**src/rtl/mlkem_pkg.sv**
```systemverilog
// Shared definitions for the ML-KEM ByteDecode stream.
// Holds the modulus, the widest supported coefficient width, the coefficient type,
// the decoder state encoding, and a mask helper for d-bit coefficients.
package mlkem_pkg;

    localparam int unsigned MLKEM_Q     = 3329;
    localparam int unsigned MLKEM_MAX_D = 12;

    localparam int unsigned CoefW = 12;
    localparam int unsigned AccW  = 20;
    localparam int unsigned CntW  = 5;

    typedef logic [CoefW-1:0] coef_t;

    typedef enum logic [1:0] {
        StIdle,
        StRun,
        StDone
    } state_e;

    // Low d bits set; d is at most 12 so the shift fits in 13 bits.
    function automatic coef_t coef_mask(input logic [3:0] d);
        logic [CoefW:0] m;
        m = (13'd1 << d) - 13'd1;
        return m[CoefW-1:0];
    endfunction

endpackage

```
**src/rtl/bit_accumulator.sv**
```systemverilog
// Bit accumulator for the byte-to-coefficient unpacker.
// Bytes are appended LSB-first at the current fill level; a consume drops the low
// "shift" bits. Append and consume may happen together, in which case the new byte
// lands above the bits that remain after the consume.
// Ports:
//   clk, rst  - clock and synchronous active-high reset
//   clear     - empty the accumulator (frame start)
//   append    - add din at bit position count (after any consume this cycle)
//   consume   - shift right by shift and reduce count by shift
//   shift     - coefficient width d
//   din       - byte to append
//   acc       - accumulator contents, bits at and above count are always zero
//   count     - number of valid bits, 0..20
module bit_accumulator
    import mlkem_pkg::*;
(
    input  logic            clk,
    input  logic            rst,
    input  logic            clear,
    input  logic            append,
    input  logic            consume,
    input  logic [3:0]      shift,
    input  logic [7:0]      din,
    output logic [AccW-1:0] acc,
    output logic [CntW-1:0] count
);

    logic [AccW-1:0] acc_q, acc_d, base_acc;
    logic [CntW-1:0] cnt_q, cnt_d, base_cnt;

    always_comb begin
        base_acc = acc_q;
        base_cnt = cnt_q;
        if (consume) begin
            base_acc = acc_q >> shift;
            base_cnt = cnt_q - CntW'(shift);
        end
        acc_d = base_acc;
        cnt_d = base_cnt;
        if (append) begin
            // Upper bits are zero by construction, so OR places the byte cleanly.
            acc_d = base_acc | (AccW'(din) << base_cnt);
            cnt_d = base_cnt + CntW'(8);
        end
        if (clear) begin
            acc_d = '0;
            cnt_d = '0;
        end
    end

    always_ff @(posedge clk) begin
        if (rst) begin
            acc_q <= '0;
            cnt_q <= '0;
        end else begin
            acc_q <= acc_d;
            cnt_q <= cnt_d;
        end
    end

    assign acc   = acc_q;
    assign count = cnt_q;

endmodule

```
**src/rtl/byte_decode_stream.sv**
```systemverilog
// Streaming ML-KEM ByteDecode_d: unpacks 32*d bytes into 256 d-bit coefficients.
// Ports:
//   clk_i, rst_i          - clock, synchronous active-high reset
//   start_i, d_i          - frame start (IDLE only) and coefficient width 1..MAX_D
//   in_valid_i/in_ready_o - byte input handshake, in_data_i the byte
//   out_valid_o/out_ready_i - coefficient handshake, out_data_o zero-extended,
//                           out_last_o marks coefficient 255
//   busy_o                - not IDLE
//   done_o                - one-cycle pulse at frame end or on a rejected start
//   err_o                 - sticky error (bad d, or d=12 coefficient >= Q)
module byte_decode_stream
    import mlkem_pkg::*;
#(
    parameter int unsigned Q     = MLKEM_Q,
    parameter int unsigned MAX_D = MLKEM_MAX_D
) (
    input  logic         clk_i,
    input  logic         rst_i,
    input  logic         start_i,
    input  logic [3:0]   d_i,
    input  logic         in_valid_i,
    input  logic [7:0]   in_data_i,
    output logic         in_ready_o,
    output logic         out_valid_o,
    output logic [11:0]  out_data_o,
    output logic         out_last_o,
    input  logic         out_ready_i,
    output logic         busy_o,
    output logic         done_o,
    output logic         err_o
);

    state_e          state_q, state_d;
    logic [3:0]      d_q, d_d;
    logic [8:0]      byte_rem_q, byte_rem_d;
    logic [8:0]      coef_rem_q, coef_rem_d;
    logic            err_q, err_d;
    logic            bad_start_q, bad_start_d;

    logic [AccW-1:0] acc;
    logic [CntW-1:0] acc_cnt;
    logic            run, start_ok, clear, accept, consume;
    coef_t           coef;

    assign run      = (state_q == StRun);
    assign start_ok = (d_i != 4'd0) && (32'(d_i) <= MAX_D);
    assign clear    = (state_q == StIdle) && start_i && start_ok;

    // All handshake outputs depend only on registered state.
    assign in_ready_o  = run && (byte_rem_q != 9'd0) && (acc_cnt <= CntW'(12));
    assign out_valid_o = run && (acc_cnt >= CntW'(d_q));
    assign coef        = acc[CoefW-1:0] & coef_mask(d_q);
    assign out_data_o  = coef;
    assign out_last_o  = out_valid_o && (coef_rem_q == 9'd1);

    assign accept  = in_valid_i && in_ready_o;
    assign consume = out_valid_o && out_ready_i;

    assign busy_o = (state_q != StIdle);
    assign done_o = (state_q == StDone) || bad_start_q;
    assign err_o  = err_q;

    bit_accumulator u_acc (
        .clk     (clk_i),
        .rst     (rst_i),
        .clear   (clear),
        .append  (accept),
        .consume (consume),
        .shift   (d_q),
        .din     (in_data_i),
        .acc     (acc),
        .count   (acc_cnt)
    );

    always_comb begin
        state_d     = state_q;
        d_d         = d_q;
        byte_rem_d  = byte_rem_q;
        coef_rem_d  = coef_rem_q;
        err_d       = err_q;
        bad_start_d = 1'b0;

        case (state_q)
            StIdle: begin
                if (start_i) begin
                    if (start_ok) begin
                        state_d    = StRun;
                        d_d        = d_i;
                        byte_rem_d = {d_i, 5'b0};
                        coef_rem_d = 9'd256;
                        err_d      = 1'b0;
                    end else begin
                        err_d       = 1'b1;
                        bad_start_d = 1'b1;
                    end
                end
            end
            StRun: begin
                if (accept) begin
                    byte_rem_d = byte_rem_q - 9'd1;
                end
                if (consume) begin
                    coef_rem_d = coef_rem_q - 9'd1;
                    // Out-of-range d=12 values are flagged but passed through unchanged.
                    if ((d_q == 4'd12) && (32'(coef) >= Q)) begin
                        err_d = 1'b1;
                    end
                    if (coef_rem_q == 9'd1) begin
                        state_d = StDone;
                    end
                end
            end
            StDone: begin
                state_d = StIdle;
            end
            default: begin
                state_d = StIdle;
            end
        endcase
    end

    always_ff @(posedge clk_i) begin
        if (rst_i) begin
            state_q     <= StIdle;
            d_q         <= '0;
            byte_rem_q  <= '0;
            coef_rem_q  <= '0;
            err_q       <= 1'b0;
            bad_start_q <= 1'b0;
        end else begin
            state_q     <= state_d;
            d_q         <= d_d;
            byte_rem_q  <= byte_rem_d;
            coef_rem_q  <= coef_rem_d;
            err_q       <= err_d;
            bad_start_q <= bad_start_d;
        end
    end

endmodule

```
**config.mk**
```make
export PLATFORM = sky130hd
export DESIGN_NAME = byte_decode_stream
export DESIGN_NICKNAME = d
export VERILOG_FILES = /design/src/rtl/mlkem_pkg.sv /design/src/rtl/bit_accumulator.sv /design/src/rtl/byte_decode_stream.sv
export SDC_FILE = /design/constraint.sdc
export NUM_CORES = 1
export LEC_CHECK = 0
export CAP_MARGIN = 25
export CORE_UTILIZATION = 46
export CTS_CLUSTER_SIZE = 30
export DETAILED_ROUTE_END_ITERATION = 12
export PLACE_DENSITY = 0.67
export SYNTH_ARGS = -nofsm -noshare
export SYNTH_HDL_FRONTEND = slang
export SYNTH_HIERARCHICAL = 1
export SYNTH_SLANG_ARGS = --single-unit
```
**constraint.sdc**
```tcl
create_clock -name clk_i -period 4.65 [get_ports clk_i]
set_input_delay 0.465 -clock clk_i [delete_from_list [all_inputs] [get_ports clk_i]]
set_output_delay 0.465 -clock clk_i [all_outputs]
set_load 0.01 [all_outputs]
```
* Word-level counts from Yosys, hierarchy flattened
Cells that the tools add are included.
** Storage, ports and cells
- Input port bits :: 17
- Output and inout port bits :: 18
- Word-level logic and storage cells :: 79
- Bits in registers :: 51
** Cells by class
- Shift-type cells :: 3
- Reduce and logical (&&, ||, !) cells :: 23
- Mux-type cells :: 22
- Order comparisons :: 4
- Eq/ne operators :: 10
- $add $sub $neg :: 5
- Bitwise operators :: 4
** Operators by type and width (number)
- 9-bit two-way mux :: 6
- 20-bit two-way mux :: 2
- 9-bit one-hot mux with 2 select lines :: 2
- 20-bit OR :: 1
- 8-bit by 5-bit << shifter with 20-bit output :: 1
- 20-bit by 4-bit >> shifter with 20-bit output :: 1
- 9-bit by 1-bit subtractor with 9-bit output, second input constant :: 2
- 4-bit AND reduction :: 4
- 12-bit bitwise AND :: 1
- 12-bit >= comparator, second input constant :: 1
- 1-bit by 4-bit << shifter with 12-bit output, first input constant :: 1
- 12-bit by 1-bit subtractor with 12-bit output, second input constant :: 1
- 1-bit logical AND :: 10
- 5-bit two-way mux :: 2
- 9-bit by 1-bit equality test with 1-bit output, second input constant :: 1
- 9-bit nonzero test :: 1
- 2-bit two-way mux :: 4
- 2-bit by 1-bit != test with 1-bit output, second input constant :: 4
- 5-bit by 4-bit adder with 5-bit output, second input constant :: 1
- 5-bit by 4-bit >= comparator with 1-bit output :: 1
- 5-bit by 4-bit less-or-equal comparator with 1-bit output, second input constant :: 1
- 5-bit by 4-bit subtractor with 5-bit output :: 1
- 4-bit equality test, second input constant :: 1
- 4-bit less-or-equal comparator, second input constant :: 1
- 14 further kinds :: 20

* Longest topological paths before layout
Gate-level depths: netlist of the first run.
- Word-level depth :: 8
- Gate-level depth with buffers :: 17
- Gate-level depth less buffers :: 12

* By module
Netlist of the first run, hierarchy kept.
** By module, submodules not included
- bit_accumulator :: times used 1, sequential area each 500.5 um^2, area each 2591.2 um^2, cells an instance 319
- byte_decode_stream :: times used 1, sequential area each 520.5 um^2, area each 1755.4 um^2, cells an instance 236

* Worst setup path after synthesis of the first run
Ideal clock, no wire load.
- Path kind :: reg2reg
- Start point :: reg d_q[2]
- End point :: reg u_acc.acc_q[7], in the netlist u_acc/acc[7]
- Setup slack :: 1.002 ns
- Stages on the path, launching flop included :: 17
- Data required time :: 4.535 ns
- Arrival :: 3.533 ns
- Path buffers :: 4
- Library setup time :: 0.115 ns
- Clock period less this slack :: 3.648 ns
- Path through :: dfxtp_1 clkbuf_1 clkbuf_1 inv_1 ha_1 or4_1 a21oi_1 nor3_1 and2_1 buf_4 nand2b_2 nand2_2 buf_6 mux4_2 mux2i_1 nor2_1 o21a_1
** Between the ends
- Cells in the longest elaborated chain, start to end :: 7
- Elaborated cells between the ends (all ways) :: 10
- Those cells by class :: add/sub (1); order compare (1); shift (2); mux (3); bitwise (1); reduce/logical (2)
** Ends and longest elaborated chain
- start, declared :: RTL line byte_decode_stream.sv:34 : logic [3:0] d_q, d_d;
- start signal, assigned :: RTL line byte_decode_stream.sv:125 : d_q <= '0;
- start signal, assigned :: RTL line byte_decode_stream.sv:132 : d_q <= d_d;
- 5-bit by 4-bit >= comparator with 1-bit output * :: RTL line byte_decode_stream.sv:51 : assign out_valid_o = run && (acc_cnt >= CntW'(d_q));
- 1-bit logical AND * :: RTL line byte_decode_stream.sv:51
- via out_valid_o :: RTL line byte_decode_stream.sv:24 : output logic out_valid_o,
- 1-bit logical AND * :: RTL line byte_decode_stream.sv:57 : assign consume = out_valid_o && out_ready_i;
- via consume :: RTL line byte_decode_stream.sv:42 : logic run, start_ok, clear, accept, consume;
- 5-bit two-way mux :: RTL line bit_accumulator.sv:34 : if (consume) begin
- 8-bit by 5-bit << shifter with 20-bit output :: RTL line bit_accumulator.sv:42 : acc_d = base_acc | (AccW'(din) << base_cnt);
- 20-bit OR :: RTL line bit_accumulator.sv:42
- 20-bit two-way mux * :: RTL line bit_accumulator.sv:40 : if (append) begin
- end signal, assigned :: RTL line bit_accumulator.sv:53 : acc_q <= '0;
- end signal, assigned :: RTL line bit_accumulator.sv:56 : acc_q <= acc_d;
- end, declared :: RTL line bit_accumulator.sv:28 : logic [AccW-1:0] acc_q, acc_d, base_acc;
The timed path passes the listed nets; every way through them passes the cells marked *.
A chain may end at the register's enable or synchronous reset.

* Worst setup path after layout of the first run
- Start point :: reg d_q[1]
- End point :: out out_data_o[10]
** Between the ends
- Cells in the longest elaborated chain, start to end :: 3
** Ends and longest elaborated chain
- 1-bit by 4-bit << shifter with 12-bit output :: RTL line mlkem_pkg.sv:24 : m = (13'd1 << d) - 13'd1;
- 12-bit by 1-bit subtractor with 12-bit output :: RTL line mlkem_pkg.sv:24
- 12-bit bitwise AND :: RTL line byte_decode_stream.sv:52 : assign coef = acc[CoefW-1:0] & coef_mask(d_q);
- end, declared :: RTL line byte_decode_stream.sv:25 : output logic [11:0] out_data_o,
No other way between the ends.

==> results.json, run 1 <==
{
  "grt_pass1_vias": 3989,
  "synth_edf_count": 0,
  "tightest_slew_ns": 0.638,
  "post-place-ws_ns": 1.13,
  "gp_congestion": 0.958,
  "timing.fmax_mhz": 271,
  "synth_top_area_cell": "dfxtp_1",
  "critPathLaunch": "d_q[1]",
  "setup_ws_ns": 0.957,
  "antenna_found_initial": 0,
  "crit_type": "flip-flop to primary output",
  "r2r_end": "u_acc/acc[9]",
  "clkPwrFrac": 0.267,
  "synth_ff_type": "dfxtp_1",
  "cp_max_fo": 33,
  "pin_count": 35,
  "antenna_cells": 0,
  "dpl.cell_count": 668,
  "layout_min_cycle_time_ns": 3.69,
  "cts_hold_buf": 0,
  "crit_end": "out_data_o[10]",
  "area_delta_synth_final_pct": 10.4,
  "wire_per_inst_microns": 17.4,
  "switching_share": 0.342,
  "grt-ovfl-total": 0,
  "cts_resized": 0,
  "arrival_ns": 3.23,
  "final_cell_count_no_fill": 676,
  "syn_inst": 555,
  "ant_nets": 0,
  "drtIter0Drc": 258,
  "cts_tree": "yes",
  "period_share": 0.794,
  "grt_use_total": 0.249,
  "start_util": 0.473,
  "synth_area_sq_mm": 0.00435,
  "reg2reg_setup_slack_ns": 1.10,
  "intPower_uw": 823,
  "htree_levels": 2,
  "cp-start-kind": "flip-flop",
  "grt_pass1_wl_microns": 19900,
  "hold_viol": 0,
  "vias_per_cell": 6.22,
  "finalClockSkew_ns": 0.0123,
  "rsz0062_at_grt": "false",
  "p_leak_nw": 1.73,
  "rr_worst_depth": 13,
  "ys_seq_elements": 51,
  "drive_above_1_share": 0.0867,
  "post-route-drc-count": 0,
  "grt_max_degree": 34,
  "ys_seq_area_frac": 0.235,
  "cts_num_sinks": 51,
  "clkTransAtPathRegs_ns": 0.10,
  "die_area_sq_mm": 0.00984,
  "maxSlewHeadroom": 0.575,
  "synth_nets": 585,
  "drv_slew": 0,
  "core-area_sq_mm": 0.00920,
  "clk_latency_ns": 0.31,
  "maxCapViolCount": 0,
  "worst_ir_drop_vdd_uv": 162,
  "async_flop_share": 0,
  "fin_tns_setup_ns": 0,
  "power_frac_seq": 0.397,
  "post_cts_buffers": 0,
  "avgSynthCellArea_sq_um": 7.83,
  "final_core_util": 0.522,
  "end_kind": "primary output",
  "nets": 594,
  "numPortBuffers": 34,
  "r2r_start": "d_q[3]",
  "power_density_mw_per_mm2": 261,
  "dr.pass1.iters": 5,
  "die_h_microns": 99.2,
  "cts_buffers": 5,
  "synth.area.top_cells": "dfxtp_1 (23%), mux4_2 (7.3%), nand2_1 (4.8%)",
  "wl_microns": 11800,
  "hp-class": "flip-flop to flip-flop",
  "cts_buffer_depth": 2,
  "finalSetupViolCount": 0,
  "synth.top_cell.area_share": 0.235,
  "hpwl_microns": 8860,
  "synth_warnings": 6,
  "die_w_microns": 99.2,
  "synth_cell_types": 73,
  "comb_power_share": 0.335,
  "root_buffer": "clkbuf_8",
  "num_rows": 35,
  "vias": 4205,
  "status": "finished clean",
  "total_power_mw": 1.25,
  "p_sw_uw": 427,
  "required_ns": 4.18
}
synthesized netlist by cell type (3+ instances only):
master,count
or3b_1,3
o22ai_1,3
nor2_1,53
or2_2,4
o21a_1,5
dfxtp_1,51
or2_1,3
nor2b_1,10
mux2i_1,18
nand3_1,22
a311oi_1,4
mux2_2,7
a22oi_1,5
ha_1,12
o2bb2ai_1,5
o211ai_1,8
buf_6,3
a21oi_1,38
a211oi_1,7
o21ai_0,24
and3_1,10
mux4_2,14
clkbuf_1,21
nand2_1,56
or3_1,5
nand2b_1,10
a31oi_1,10
and2_1,7
inv_1,24
xnor2_1,13
buf_2,10
o221ai_1,6
nor3_1,15
nor3b_1,4
a22o_1,3
buf_4,4
o21ai_1,3
nand4_1,3
nor4_1,6
placed cells by master (no fill, tap or decap), types with 4 or more instances in the layout:
cell type,count
o2bb2ai_1,5
nor3_1,15
a31oi_1,10
nor4_1,6
xnor2_1,13
nor3b_1,4
and3_1,10
nor2_1,53
nand3_1,22
o211ai_1,8
mux4_2,14
a22oi_1,5
o21ai_0,24
a311oi_1,4
clkbuf_8,6
nor2b_1,10
a21oi_1,38
a211oi_1,7
and2_1,7
mux2_2,7
or3_1,5
nand2b_1,10
o221ai_1,6
dfxtp_1,51
nand2_1,56
inv_1,24
buf_4,6
clkdlybuf4s50_1,34
or2_2,4
o21a_1,5
ha_1,12
mux2i_1,18
power by group through the flow:
stage                     Combinational, mW  Clock, mW  Sequential [mW]
after floorplan                       0.325          0            0.498
after global placement                0.410          0            0.506
after detailed placement              0.416          0            0.507
after CTS                             0.418      0.339            0.497
after global routing                  0.466      0.358            0.501
final                                 0.419      0.334            0.497
layer usage:
layer | GRT usage | vias to the layer above | routed length [microns]
li1 | - | 2045 | -
met1 | 0.329 | 1977 | 5160
met2 | 0.427 | 164 | 5720
met3 | 0.0330 | 19 | 716
met4 | 0.0667 | 0 | 168
met5 | 0 | - | 0
logic make-up after synthesis:
| group | share of synthesized area |
|---|---|
| AOI/OAI and AO/OA | 0.212 |
| and+or+nand+nor | 0.277 |
| buffers and inverters | 0.0679 |
| muxes | 0.135 |
| DFF | 0.235 |
| xor gates and xnor gates | 0.0340 |
| adders and majority gates | 0.0391 |
worst min path at each step:
stage                        startpoint       endpoint  slack [ns]  depth (start not counted)
after CTS                 byte_rem_q[6]  byte_rem_q[6]        0.50                          2
after global routing              err_o          err_o        0.53                          2
after global placement    byte_rem_q[6]  byte_rem_q[6]        0.48                          2
after floorplan           byte_rem_q[6]  byte_rem_q[6]        0.46                          2
final                     byte_rem_q[6]  byte_rem_q[6]        0.49                          2
after detailed placement  byte_rem_q[6]  byte_rem_q[6]        0.48                          2
worst max-delay path: stages, from the launching register on:
cell and delay [ns]:
dfxtp_1 0.32, buf_4 0.25, nor2_1 0.37, nand3_1 0.16, ha_1 0.34, or2_2 0.33
o21ai_0 0.16, a21oi_1 0.09, nor3b_1 0.30, clkdlybuf4s50_1 0.60
per-stage QoR:
step / hold WS [ns] / area [sq um]
4_1_cts: 0.497 / 4800
2_1_floorplan: 0.460 / 4350
3_5_place_dp: 0.482 / 4680
6_report: 0.492 / 4800
3_3_place_gp: 0.480 / 4680
5_1_grt: 0.533 / 4800
registers in the layout (all words and copies together) (netlist names):
name	flops
u_acc/acc	20
byte_rem_q	9
coef_rem_q	9
u_acc/count	5
d_q	4
state_q	2
bad_start_q	1
err_o	1
cell type report:
class,count,area (sq um)
fillers,879,4400
inverters,27,103
well taps,111,139
clock buffers,6,82.6
flip-flops and latches,51,1020
clock inverters,2,38.8
repair buffers,40,385
multi-input cells,439,3030
(Power assumes the default switching activity.)
==> inputs of run 2 (changes only) <==
--- a/config.mk
+++ b/config.mk
@@ -9,7 +9,7 @@
 export CORE_UTILIZATION = 46
 export CTS_CLUSTER_SIZE = 30
 export DETAILED_ROUTE_END_ITERATION = 12
-export PLACE_DENSITY = 0.67
+export PLACE_DENSITY = 0.7
 export SYNTH_ARGS = -nofsm -noshare
 export SYNTH_HDL_FRONTEND = slang
 export SYNTH_HIERARCHICAL = 1
==> constraint.sdc (replaced) <==
create_clock -name clk_i -period 3.19 [get_ports clk_i]
set_input_delay 0.319 -clock clk_i [delete_from_list [all_inputs] [get_ports clk_i]]
set_output_delay 0.319 -clock clk_i [all_outputs]
set_load 0.01 [all_outputs]
==> run 2 against run 1 <==
- setup slack lost 0.93 ns
- power grew 46%
- clock power grew 22%
- largest cell class unchanged
==> results.json, run 2 (synthesis gave the netlist of run 1 again) <==
{
  "largest_register_ffs": 20,
  "fin_tns_setup_ns": 0,
  "arrival_ns": 3.34,
  "grt_pass1_wl_microns": 19700,
  "cts_num_sinks": 51,
  "worst_ir_drop_vdd_uv": 245,
  "final_cell_count_no_fill": 705,
  "cts_buffer_depth": 2,
  "wire_per_inst_microns": 17.5,
  "gp_congestion": 0.947,
  "tightest_slew_ns": 0.544,
  "finalClockSkew_ns": 0.0114,
  "grt_pass1_vias": 4014,
  "timing.fmax_mhz": 316,
  "ant_nets": 0,
  "required_ns": 3.37,
  "crit_buf_inv": 2,
  "numPortBuffers": 34,
  "start_util": 0.473,
  "period_share": 0.993,
  "die_h_microns": 99.2,
  "crit_type": "flip-flop to flip-flop",
  "final_cell_mix": "nand2_1 (56), nor2_1 (50), dfxtp_1 (50), a21oi_1 (36), buf_4 (34)",
  "grt_max_degree": 34,
  "drv_slew": 0,
  "power_density_mw_per_mm2": 355,
  "dpl.cell_count": 696,
  "status": "finished clean",
  "clkTransAtPathRegs_ns": 0.10,
  "antenna_found_initial": 0,
  "hpwl_microns": 9350,
  "core-area_sq_mm": 0.00920,
  "maxSlewHeadroom": 0.638,
  "layout_min_cycle_time_ns": 3.17,
  "cts_buffers": 5,
  "end_kind": "flip-flop",
  "nets": 623,
  "vias_per_cell": 6.23,
  "fillers": 858,
  "drtIter0Drc": 234,
  "wl_microns": 12400,
  "cp-start-kind": "flip-flop",
  "cp_max_fo": 6,
  "reg2reg_setup_slack_ns": 0.02,
  "htree_levels": 2,
  "dr.pass1.iters": 8,
  "vias": 4390,
  "clk_latency_ns": 0.31,
  "r2r_end": "u_acc/acc[8]",
  "pin_count": 35,
  "maxCapViolCount": 0,
  "crit_top_cell": "and2_1",
  "die_area_sq_mm": 0.00984,
  "slowest_delay_ns": 0.56,
  "finalSetupViolCount": 0,
  "drive_above_1_share": 0.167,
  "root_buffer": "clkbuf_8",
  "hp-class": "flip-flop to flip-flop",
  "area_delta_synth_final_pct": 17.9,
  "post-place-ws_ns": 0.0561,
  "antenna_cells": 0,
  "crit_slowest_cell": "or4_4",
  "crit_family": "simple AND/OR/NAND/NOR gates",
  "path_depth": 13,
  "hold_viol": 0,
  "rr_worst_depth": 13,
  "critPathLaunch": "d_q[1]",
  "mostFrequentLayoutCell": "nand2_1",
  "grt_use_total": 0.247,
  "crit_end": "u_acc/acc[8]",
  "num_rows": 35,
  "post-route-drc-count": 0,
  "setup_ws_ns": 0.0235,
  "grt-ovfl-total": 0,
  "die_w_microns": 99.2,
  "p_leak_nw": 1.90,
  "crit_chain": "inv_2 > ha_1 > or4_4 > a21oi_4 > nor3_4 > and2_1 > and2_1 > buf_4 > o21ai_0 > and3_1 > a31oi_1 > mux2i_1 > o221ai_1",
  "cts_tree": "yes",
  "r2r_start": "d_q[1]"
}
==> run 2: metal layers <==
layer  wire (microns)  GRT usage  vias up
li1                 -          -     2107
met1             5480      0.330     2093
met3              651     0.0288       29
met5                0          0        -
met4              320     0.0950        0
met2             5900      0.410      161
==> run 2: timing repair <==
| item | 4_1_cts | 5_1_grt |
|---|---|---|
| hold buffers | 0 | 0 |
| buffers inserted | 0 | 1 |
| gates resized for setup | 3 | 22 |
| endpoints found under the hold margin | 0 | 0 |
| setup endpoints to repair | 2 | 23 |
| pin swaps | 0 | 2 |
==> run 2: per-stage QoR <==
stage / util / area (sq um) / power, mW / hold WS, ns
3_3_place_gp: 0.535 / 4920 / 1.38 / 0.464
6_report: 0.557 / 5120 / 1.82 / 0.494
3_5_place_dp: 0.535 / 4920 / 1.39 / 0.482
5_1_grt: 0.557 / 5120 / 1.92 / 0.520
2_1_floorplan: - / 4410 / 1.21 / 0.437
4_1_cts: 0.546 / 5020 / 1.80 / 0.493
==> run 2: cell type report <==
cell class	count	area, sq um	share of cell area
Clock buffer	5	68.8	0.0134
Timing Repair Buffer	69	609	0.119
Inverter	27	103	0.0200
Sequential cell	51	1020	0.200
Multi-Input combinational cell	439	3150	0.615
Clock inverter	3	27.5	0.00537
Tap cell	111	139	0.0271
==> run 2: where the power goes <==
part	leakage [nW]	total [mW]	internal, mW	switching, mW
registers	0.415	0.723	0.679	0.0435
clock network	0.0467	0.406	0.163	0.243
logic	1.44	0.692	0.310	0.382
==> run 2: worst min-delay path by stage <==
stage	startpoint	end	slack (ns)	cells after the start
detailed placement	byte_rem_q[6]	byte_rem_q[6]	0.48	2
CTS	err_o	err_o	0.49	2
finish	err_o	err_o	0.49	2
floorplan	rst_i	byte_rem_q[7]	0.44	1
global route	err_o	err_o	0.52	2
global placement	err_o	err_o	0.46	2
==> run 2: worst min-delay path: cells and delay by family, from the launching register on <==
family	cells	cell delay (ns)
buffers and inverters	1	0.05
AO/OA/AOI/OAI	1	0.06
flip-flops	1	0.34
==> edit 1, RTL diff (config.mk and constraints of run 2) <==
The package constant `CntW` goes from 5 to 6.
--- a/src/rtl/mlkem_pkg.sv
+++ b/src/rtl/mlkem_pkg.sv
@@ -8,7 +8,7 @@
 
     localparam int unsigned CoefW = 12;
     localparam int unsigned AccW  = 20;
-    localparam int unsigned CntW  = 5;
+    localparam int unsigned CntW  = 6;
 
     typedef logic [CoefW-1:0] coef_t;
 
Behaviour: same outputs for any inputs over 4 cycles, from zero or initial values and one cycle with rst_i high; that may be too few to reach the edited logic, so the function may still have changed.
==> edit 1 against run 2 <==
  * Total power grew 5.7%
  * Count of clock-buffer cells in the layout is the same
  * Worst setup slack gained 130 ps
  * Area after synthesis grew 2.4%
  * Critical path type unchanged
  * Wire length grew 4.5%
  * Highest routed layer unchanged
  * Cell area grew 4.2%
  * Sequential share of layout area shrank 0.45 points
  * Sequential cell count grew 1
  * Via count grew 4.9%
==> edit 1: results (changes against run 2) <==
Clock Skew=14.79 ps (+3.402 ps); adder-cell share of the synthesized area=3.822% (-0.092 points); tightest hold margin=469.0 ps (-24.58 ps); final WL=12.91 mm (+4.5%); ranking of synthesized cells by area=dfxtp_1 23%, mux4_2 8.6%, a21oi_1 6.1%; Post-synth top cells=54 x a21oi_1, 52 x dfxtp_1, 50 x nand2_1, 46 x nor2_1, 24 x o21ai_0; CP Launch Point=u_acc/count[0]; pre-CTS setup slack=-34.04 ps (-90.17 ps); Final nets=643 (+3.2%); synthesized instance count=559 (+0.72%); sequential-to-total area share from yosys stat=23.38% (-0.10 points); hold path start=coef_rem_q[1]; Synth Flop Type=dfxtp_1; unique cell type count in the Yosys netlist=80 (+9.6%); clock slew at reported path FFs=100 ps (about the same); Max VDD drop=0.0002392 V (-2.5%); initial antenna violation count=0 (unchanged); hpwl dp=9.946 mm (+6.4%); r2r worst-path depth=15 (+2); post-synthesis xor/xnor area fraction=1.743% (-1.7 points); Leakage=1.954 nW (+2.9%); Area after DPL=5159 µm² (+4.9%); mux cell area share after synthesis=14.33% (+0.86 points); drt pass-1 iters=4 (-4); Critical R2R Capture=u_acc/acc[19]; crit path max fanout=6 (unchanged); Mapped Nets=589 (+0.68%); Slew @ Worst Pin=600.2 ps (+56.46 ps); GRT Total Usage=26.08% (+1.4 points); via count=4,604 (+4.9%); WHS Endpoint=coef_rem_q[1]; number of flip-flops in the largest register=20 (unchanged); GPL Wtd Cong=0.9385 (-0.87%); Max Fclk=329.3 MHz (+4.3%); first-pass GRT wire length=21.10 mm (+7.1%); DR vias/cell=6.197 (-0.49%); status=finished, final reports clean; # port buffers=34 (unchanged); complex-gate fraction of the synthesized area=26.50% (+5.3 points); vias in the first global route=4,309 (+7.3%); placed insts=734 (+5.5%); CP arrival=3250 ps (-90 ps); ys async rst share=0% (unchanged); Ys Warns=6 (unchanged); layout cells sized above 1=19.22% (+2.6 points); CTS Buffer Depth=2 (unchanged); reg2reg setup slack=150 ps (+130 ps); number of DRC markers in iteration 0=261 (+12%)
==> edit 1: cell count changes in the layout (fill, tap and decap cells not counted), sizes merged, moves of 6 or more <==
cell	run 2	this run
a21o	2	9
a21oi	38	55
buf	35	45
nand2	57	50
o221ai	6	0
o22ai	3	10
o31ai	0	6
or4	2	8
xnor2	13	4
==> edit 1: metal layers <==
metal,global-route usage [%],vias to the layer above,wire length (µm)
li1,-,2221,-
met1,35.00,2206,5548
met2,44.68,156,6389
met3,2.786,21,692
met4,6.800,0,274
met5,0,-,0
==> edit 1: final cells by class <==
class	count	area, µm²
tap	129	161.4
clock buffer	5	68.82
inverter	24	90.09
timing repair buffer	79	703.2
fill	866	3989
clock inverter	3	21.27
sequential	52	1044
multi-input combinational	451	3251
==> edit 1: critical path, cell delays in order, from the launching register on <==
cell and delay [ps]:
dfxtp_2 340, inv_1 40, ha_1 250, nand2b_1 140, a21o_1 170, a21o_1 190
a21oi_2 160, nor2_2 60, and2_4 170, buf_4 150, and2_4 150, nor2_4 210
mux4_2 560, nand2_2 80, o22ai_1 70, a32o_1 200
==> edit 1: report_power, final <==
| part | switching [mW] | internal, mW |
|---|---|---|
| clock network | 0.232 | 0.156 |
| logic | 0.447 | 0.353 |
| registers | 0.0437 | 0.693 |
==> edit 1: timing repair <==
item | in CTS | in global routing
pin swaps | 0 | 7
setup endpoints to repair | 12 | 23
setup buffers | 0 | 1
resized for setup | 3 | 25
==> edit 1: kinds of logic (layout without fill, tap and decap cells) <==
group | count (synthesis) | count (layout)
AND/OR/NAND/NOR | 209 | 209
AO/OA/AOI/OAI | 179 | 179
multiplexers | 42 | 42
flip-flops | 52 | 52
adder cells (fa/ha/maj) | 13 | 13
XOR/XNOR | 8 | 8
buffers and inverters | 56 | 111
==> edit 2, RTL diff (config.mk and constraints of run 2) <==
Without the edit above. Re-encode `state_e` (3 states) as one-hot, 3 bits wide.
--- a/src/rtl/mlkem_pkg.sv
+++ b/src/rtl/mlkem_pkg.sv
@@ -12,10 +12,10 @@
 
     typedef logic [CoefW-1:0] coef_t;
 
-    typedef enum logic [1:0] {
-        StIdle,
-        StRun,
-        StDone
+    typedef enum logic [2:0] {
+        StIdle = 3'b001,
+        StRun  = 3'b010,
+        StDone = 3'b100
     } state_e;
 
     // Low d bits set; d is at most 12 so the shift fits in 13 bits.
Formal check against the unedited RTL: no difference found for any inputs over 4 cycles, from zero or initial values and one cycle with rst_i high; so few cycles prove little.
==> edit 2 against run 2 <==
  * Via count grew 2.1%
  * Clock skew grew 8.7 ps
  * Worst setup slack gained 120 ps
  * Sequential power shrank 3.9%
  * Critical endpoint is now u_acc/acc[5]
  * Largest power group unchanged
  * Sequential cell count grew 1
  * Area after synthesis grew 4.4%
  * Critical path type unchanged
  * Total power shrank 18%
  * Cell area grew 0.81%
  * Wire length grew 0.67%
  * Hold slack lost 8.3 ps
==> edit 2: results (changes against run 2) <==
largest net degree at the start of global routing=36 (+5.9%); Num CTS Buffers=5 (unchanged); Avg WL per Cell=16.92 µm (-3.4%); Leakage=1.824 nW (-4.0%); sequential-to-total area share from yosys stat=22.95% (-0.54 points); via count=4,480 (+2.1%); hold path start=coef_rem_q[4]; Ys Warns=6 (unchanged); reg2reg setup slack=140 ps (+120 ps); Clock Skew=20.10 ps (+8.720 ps); Mapped Nets=609 (+4.1%); ys async rst share=0% (unchanged); worst-skew pair later-pin latency=320 ps; ranking of synthesized cells by area=dfxtp_1 23%, mux4_2 6.9%, nand2_1 5.0%; CP arrival=3250 ps (-90 ps); met2 GRT Util=39.40% (-1.6 points); hpwl dp=9.264 mm (-0.89%); status=finished, final reports clean; Synth Flop Type=dfxtp_1; fill cell count=876 (+2.1%); met1 Resource Use GR=37.00% (+4.0 points); clock slew at reported path FFs=110 ps; GRT Total Usage=25.46% (+0.74 points); drt pass-1 iters=5 (-3); r2r worst-path depth=12 (-1); WHS Endpoint=coef_rem_q[4]; fin cells=735 (+4.3%); met3 Use GR=3.313% (+0.43 points); crit path max fanout=12 (+6); setup bufs post-CTS=0 (unchanged); unique cell type count in the Yosys netlist=83 (+14%); Max VDD drop=0.0002081 V (-15%); tightest hold margin=485.3 ps (-8.275 ps); Final nets=635 (+1.9%); synthesized instance count=579 (+4.3%); H-tree Lvls=2 (unchanged); Critical R2R Capture=u_acc/acc[5]; placed insts=727 (+4.5%); number of flip-flops in the largest register=20 (unchanged); Post-synth top cells=61 x nand2_1, 52 x dfxtp_1, 46 x nor2_1, 42 x a21oi_1, 31 x o21ai_0; vias in the first global route=4,138 (+3.1%); worst r2r src=d_q[2]; layout cells sized above 1=12.54% (-4.1 points); # port buffers=34 (unchanged); number of DRC markers in iteration 0=327 (+40%); GPL Wtd Cong=0.9071 (-4.2%); clk root buf=clkbuf_8; first-pass GRT wire length=20.87 mm (+5.9%); Slew @ Worst Pin=510.1 ps (-33.59 ps)
-- edit 2: cell types whose count changed after synthesis, sizes merged, moves of 4 or more --
cell,change
xnor2,-9
nor2,-7
o21ai,+7
nand2,+6
a31oi,+5
a21oi,+4
-- edit 2: layout make-up --
type / instances / area [µm²] / area share [%]
clock buffers: 5 / 68.82 / 1.332
clock inverters: 3 / 26.28 / 0.5087
inverters: 27 / 101.3 / 1.962
multi-input cells: 462 / 3207 / 62.09
flip-flops and latches: 52 / 1042 / 20.18
well taps: 129 / 161.4 / 3.125
repair buffers: 57 / 558.0 / 10.80
-- edit 2: kinds of logic after synthesis --
group	synth area share, %
compound gates	23.17
xor+xnor	1.710
fa+ha+maj	3.751
buf+inv	6.536
flops	22.95
mux	13.13
simple gates	28.76
-- edit 2: metal layers --
| metal | vias up | wire (µm) |
|---|---|---|
| met5 | - | 0 |
| met4 | 0 | 214 |
| met3 | 13 | 751 |
| met2 | 166 | 5431 |
| met1 | 2103 | 6039 |
| li1 | 2198 | - |
-- edit 2: where the power goes --
group          leakage [nW]  switching, mW  internal [mW]
combinational          1.36          0.232          0.169
clock                0.0423          0.246          0.160
sequential            0.422         0.0238          0.671
-- edit 2: per-stage QoR --
step	setup WS, ps	cell area, µm²	setup TNS [ps]
after floorplan	31.79	4542	0
after global placement	208.5	5016	0
after detailed placement	111.5	5016	0
after CTS	2.701	5119	0
after global routing	-13.93	5165	-13.93
final	138.5	5165	0
-- edit 2: worst max-delay path: stages, from the launching register on --
cell and delay (ps):
dfxtp_1 390, inv_1 80, ha_1 220, nor4_1 300, o21ai_1 140, nand3_1 140
inv_2 120, nand2b_2 230, nand2_4 170, mux4_2 530, a21oi_1 250, nor2_1 70
o31a_1 290
-- edit 2: worst max path at each step --
stage,start,end,depth (start not counted)
3_5_place_dp,out_ready_i,u_acc/acc[5],10
2_1_floorplan,d_q[1],u_acc/acc[7],15
3_3_place_gp,out_ready_i,u_acc/acc[5],10
6_report,d_q[2],u_acc/acc[5],12
4_1_cts,d_q[2],out_data_o[10],10
5_1_grt,d_q[3],out_data_o[10],10
-- edit 2: repair_timing --
action / 4_1_cts / 5_1_grt
gates resized for setup: 2 / 14
hold buffers: 0 / 0
hold endpoints to repair: 0 / 0
endpoints found under the setup margin: 1 / 11
